File: src/rtl/rvsteel_irq_controller.sv
// Programmable interrupt controller: enable, edge/level trigger,
// pending tracking and claim/complete, folded onto irq_external.
module rvsteel_irq_controller #(
  parameter int          NUM_SOURCES   = 8,
  parameter int          SYNC_STAGES   = 2,
  parameter logic [31:0] RESET_TRIGGER = 32'd0
) (
  input  logic                   clock,
  input  logic                   reset,
  input  logic [4:0]             rw_address,
  output logic [31:0]            read_data,
  input  logic                   read_request,
  output logic                   read_response,
  input  logic [31:0]            write_data,
  input  logic [3:0]             write_strobe,
  input  logic                   write_request,
  output logic                   write_response,
  input  logic [NUM_SOURCES-1:0] irq_sources,
  output logic                   irq_external
);

  localparam int N = NUM_SOURCES;

  logic [SYNC_STAGES-1:0][N-1:0] sync_q;
  logic [N-1:0] prev_q;
  logic [N-1:0] pend_q, pend_d;
  logic [N-1:0] en_q, en_d;
  logic [N-1:0] trig_q, trig_d;
  logic [N-1:0] isv_q, isv_d;
  logic [31:0]  rdata_q, rdata_d;
  logic         rresp_q, wresp_q, irq_q;

  logic [N-1:0] s, edge_det, pending, elig;
  logic [N-1:0] claim_mask, cmp_mask, w1c_mask, clr;
  logic [31:0]  wmask, en_wr, trig_wr, w1c_w;
  logic [5:0]   id;
  logic [2:0]   word;
  logic         wr_en, wr_trig, wr_w1c, wr_cmp, rd_claim;
  logic         unused_ok;

  assign word     = rw_address[4:2];
  assign s        = sync_q[SYNC_STAGES-1];
  assign edge_det = s & ~prev_q;
  // Level sources show the live synchronised input; edge sources the latch.
  assign pending  = (pend_q & trig_q) | (s & ~trig_q);
  assign elig     = pending & en_q & ~isv_q;

  assign wmask = {{8{write_strobe[3]}}, {8{write_strobe[2]}},
                  {8{write_strobe[1]}}, {8{write_strobe[0]}}};
  assign wr_en   = write_request && (word == 3'd1);
  assign wr_trig = write_request && (word == 3'd2);
  assign wr_w1c  = write_request && (word == 3'd0);
  assign wr_cmp  = write_request && (word == 3'd4)
                   && write_strobe[0];
  assign rd_claim = read_request && (word == 3'd3);

  assign en_wr   = (32'(en_q) & ~wmask) | (write_data & wmask);
  assign trig_wr = (32'(trig_q) & ~wmask) | (write_data & wmask);
  assign w1c_w   = write_data & wmask;

  always_comb begin
    id = '0;
    for (int i = N - 1; i >= 0; i--)
      if (elig[i]) id = 6'(i + 1);
  end

  always_comb begin
    claim_mask = '0;
    cmp_mask   = '0;
    for (int i = 0; i < N; i++) begin
      claim_mask[i] = rd_claim && (id == 6'(i + 1));
      cmp_mask[i]   = wr_cmp && (write_data[5:0] == 6'(i + 1));
    end
  end

  always_comb begin
    en_d     = wr_en ? en_wr[N-1:0] : en_q;
    trig_d   = wr_trig ? trig_wr[N-1:0] : trig_q;
    w1c_mask = wr_w1c ? w1c_w[N-1:0] : '0;
    // A trigger flip discards stale pending; a fresh edge still wins.
    clr      = w1c_mask | claim_mask | (trig_d ^ trig_q);
    pend_d   = ((pend_q & ~clr) | edge_det) & trig_d;
    isv_d    = (isv_q & ~cmp_mask) | claim_mask;
  end

  always_comb begin
    rdata_d = '0;
    if (read_request) begin
      case (word)
        3'd0:    rdata_d = 32'(pending);
        3'd1:    rdata_d = 32'(en_q);
        3'd2:    rdata_d = 32'(trig_q);
        3'd3:    rdata_d = 32'(id);
        3'd5:    rdata_d = 32'(isv_q);
        default: rdata_d = '0;
      endcase
    end
  end

  always_ff @(posedge clock) begin
    if (reset) begin
      sync_q  <= '0;
      prev_q  <= '0;
      pend_q  <= '0;
      en_q    <= '0;
      trig_q  <= RESET_TRIGGER[N-1:0];
      isv_q   <= '0;
      rdata_q <= '0;
      rresp_q <= 1'b0;
      wresp_q <= 1'b0;
      irq_q   <= 1'b0;
    end else begin
      sync_q[0] <= irq_sources;
      for (int k = 1; k < SYNC_STAGES; k++)
        sync_q[k] <= sync_q[k-1];
      prev_q  <= s;
      pend_q  <= pend_d;
      en_q    <= en_d;
      trig_q  <= trig_d;
      isv_q   <= isv_d;
      rdata_q <= rdata_d;
      rresp_q <= read_request;
      wresp_q <= write_request;
      irq_q   <= |elig;
    end
  end

  // Responses in flight are suppressed while reset is held.
  assign read_response  = rresp_q & ~reset;
  assign write_response = wresp_q & ~reset;
  assign read_data      = rdata_q & {32{~reset}};
  assign irq_external   = irq_q;

  assign unused_ok = ^{rw_address[1:0], en_wr, trig_wr, w1c_w, wmask};

endmodule

File: config.mk
export PLATFORM = sky130hd
export DESIGN_NAME = rvsteel_irq_controller
export DESIGN_NICKNAME = d
export VERILOG_FILES = /design/src/rtl/rvsteel_irq_controller.sv
export SDC_FILE = /design/constraint.sdc
export NUM_CORES = 1
export LEC_CHECK = 0
export BUFFER_PORTS_ARGS = -buffer_cell sky130_fd_sc_hd__clkbuf_2
export CAP_MARGIN = 25
export CORE_UTILIZATION = 47
export DETAILED_ROUTE_END_ITERATION = 10
export PLACE_DENSITY = 0.75
export SLEW_MARGIN = 20
export SYNTH_ARGS = -nofsm -noshare
export SYNTH_HDL_FRONTEND = slang
export SYNTH_SLANG_ARGS = --single-unit
File: constraint.sdc
create_clock -name clock -period 1.8 [get_ports clock]
set_input_delay 0.09 -clock clock [delete_from_list [all_inputs] [get_ports clock]]
set_output_delay 0.09 -clock clock [all_outputs]
set_load 0.05 [all_outputs]
==> metrics.txt <==
Max FO, Critical Path 5; drt first pass iters 4; die span in x 85.7 µm; clock insertion delay at the later pin of the skew report between 0.3 and 0.4 ns; total grt overflow 0; RePlAce Congestion ~0.95; adder-cell area share of the yosys netlist 0%; post-synthesis async set-or-reset flop share 0%; initial core utilization 48.5%; Synth area leader dfxtp_1; critical-path cell list mux2i_4 -> buf_6 -> or2_0 -> a311o_1 -> nand3b_1 -> a32o_1; Final Hold Viols 0; placed cell count between 500 and 600; Final Cycle Share 104%; max-cap violations 0; commonest cells after routing, fill and taps aside 61 x dfxtp_1, 45 x nor2b_1, 44 x buf_4; fmax about 0.53 GHz; clk_skew roughly 0.0078 ns; slowest CP cell a311o_1; outcome complete, but fails checks; Port Buffer Count 34; post-route insts no fill 550; DP HPWL 5.70 mm; Post-Syn Area about 3300 µm²; Setup crit end kind register; largest family of logic cells by synthesized area simple AND/OR/NAND/NOR gates; dominant cells by area after synthesis dfxtp_1 41%, nor2b_1 8.9%, mux2i_1 5.5%; cell count after synthesis between 300 and 400; die span in y between 80 and 90 µm; Rows 30; CTS sink cnt between 60 and 70; IO Pins 88; Synth Warn # 0; Avg WL per Cell ~15 µm; # nets final 502; P&R area growth vs syn 28.7%; clk root buf clkbuf_8; crit path DAT about 2.1 ns; post-route ant nets 0; Max Slew Vio Count 0; power density over cell area 758 nW/µm²; Setup CP Type register to register; Vias 2861; Finish-stage setup viols 11; most common cell after layout, fill and taps aside dfxtp_1; CTS Buf Count 9; core area roughly 6800 µm²; Finished Cell Area 4240 µm²; wirelength, routed approximately 8 mm; layout cell share with drive strength beyond 1 30.8%; syn avg cell area 9.03 µm²; ANT cells 0; fin crit period about 1.9 ns; peak supply drop 0.000473 V; Synth top area share around 41%; DRT iter0 DRCs between 150 and 200; DRC 0; sequential element share of the synthesized area between 40% and 50%; Hold WC Path Type primary input to register; CTS tree yes; P_leak ~1.7 nW; Clock Tree Buf Depth 2; first-pass GRT wire length 13.0 mm; GR Util All Layers between 20% and 30%; simple logic cell fraction of the synthesized area a little under a quarter; H-tree Lvls 3; die area 7350 µm²; slowest stage delay, CP about 0.4 ns; vias in the first global route about 2700; Clk pin slew, worst setup/hold paths 0.07 ns; worst setup margin -0.0775 ns; number of antenna violations at the first check in global routing 0; largest net degree at the start of global routing 38; Synth Area in XOR/XNOR 2.13%; EDFF count, synth 0; vias per cell 5.20; RSZ-0062 raised after global routing true; Worst EP required around 2.1 ns; ys flop type dfxtp_1; Synth Register Bits 67; placed instance area approximately 3800 µm²; CP Launch Type register; Synth Area in Compound Gates between 10% and 20%; failing checks setup timing; synth unique cells 54; mux cell area share after synthesis roughly a tenth
## final cells by class
cell class | count | area [µm²]
Fill cell | 597 | 2550
Multi-Input combinational cell | 270 | 1890
Sequential cell | 67 | 1350
Timing Repair Buffer | 90 | 623
Clock buffer | 12 | 165
Tap cell | 96 | 120
Clock inverter | 4 | 47.5
Inverter | 11 | 41.3
## logic make-up after synthesis
group / count (synthesis)
buffers and inverters: 51
AOI/OAI and AO/OA: 74
xor gates and xnor gates: 8
other: 1
muxes: 30
DFF: 67
and+or+nand+nor: 134
## routing by layer
layer	GRT usage, %	vias to the layer above	share of wire [%]
li1	-	1390	-
met1	28.9	1353	45
met2	37.0	95	45
met3	6.16	23	6.9
met4	12.7	0	3.3
met5	0	-	0
## Yosys cell counts (2+ instances only)
cell and instances:
buf_2 2, o22ai_1 10, o21ai_0 21, mux2_4 4, and2_1 6, nor3_1 7, nor2_1 22, nand3_1 4
mux2i_1 18, clkbuf_1 13, o211a_1 2, a311o_1 2, o2bb2ai_1 2, inv_1 11, a32o_1 4, a21oi_1 10
buf_4 24, xor2_1 7, or2_2 3, o311a_1 2, nor4b_1 2, nand2b_1 9, mux2_2 7, o21a_1 3
dfxtp_1 67, nor2b_1 47, nand2_1 19, nand3b_1 3, nand4_1 2, a32oi_1 5, o31ai_1 2, a31oi_1 3
## stage by stage
step	setup WS, ns	hold slack, ns	util, %	setup TNS (ns)	power [W]
2_1_floorplan	-0.0446	0.170	-	-0.0446	0.00184
3_3_place_gp	-0.0983	0.298	55.3	-0.320	0.00190
3_5_place_dp	-0.108	0.304	55.3	-0.559	0.00190
4_1_cts	-0.0480	0.0252	61.0	-0.125	0.00323
5_1_grt	-0.163	0.0300	62.4	-1.19	0.00333
6_report	-0.0775	0.0329	62.4	-0.388	0.00321
## power breakdown
group          switching (W)  leakage (nW)  internal [W]
clock               0.000571         0.108      0.000748
combinational       0.000255          1.08      0.000117
sequential         0.0000135         0.548       0.00151
## worst max-delay path, delay by kind of cell, from the launching register on
kind,cells,cell delay (ns)
buffers and inverters,1,0.13
DFF,1,0.36
AOI/OAI and AO/OA,2,0.64
muxes,1,0.20
and+or+nand+nor,2,0.45
## what timing repair did
item | in CTS | in global routing
pin swaps | 4 | 9
setup endpoints to repair | 12 | 15
hold endpoints to repair | 10 | 0
gates cloned | 0 | 0
setup buffers | 1 | 4
hold buffers | 10 | 0
resized for setup | 13 | 14
## final timing paths
| path | startpoint | endpoint | slack (ns) | cells past startpoint |
|---|---|---|---|---|
| worst min-delay path | write_data[7] | register | 0.03 | 3 |
| worst min register to register | sync_q[1]$_SDFF_PP0_ | s[1]$_SDFF_PP0_ | 0.44 | 1 |
| worst max-delay path | trig_q[3]$_SDFF_PP0_ | pend_q[3]$_SDFF_PP0_ | -0.08 | 6 |
| worst max register to register | trig_q[3]$_SDFF_PP0_ | pend_q[3]$_SDFF_PP0_ | -0.08 | 6 |
(Power assumes the default switching activity.)
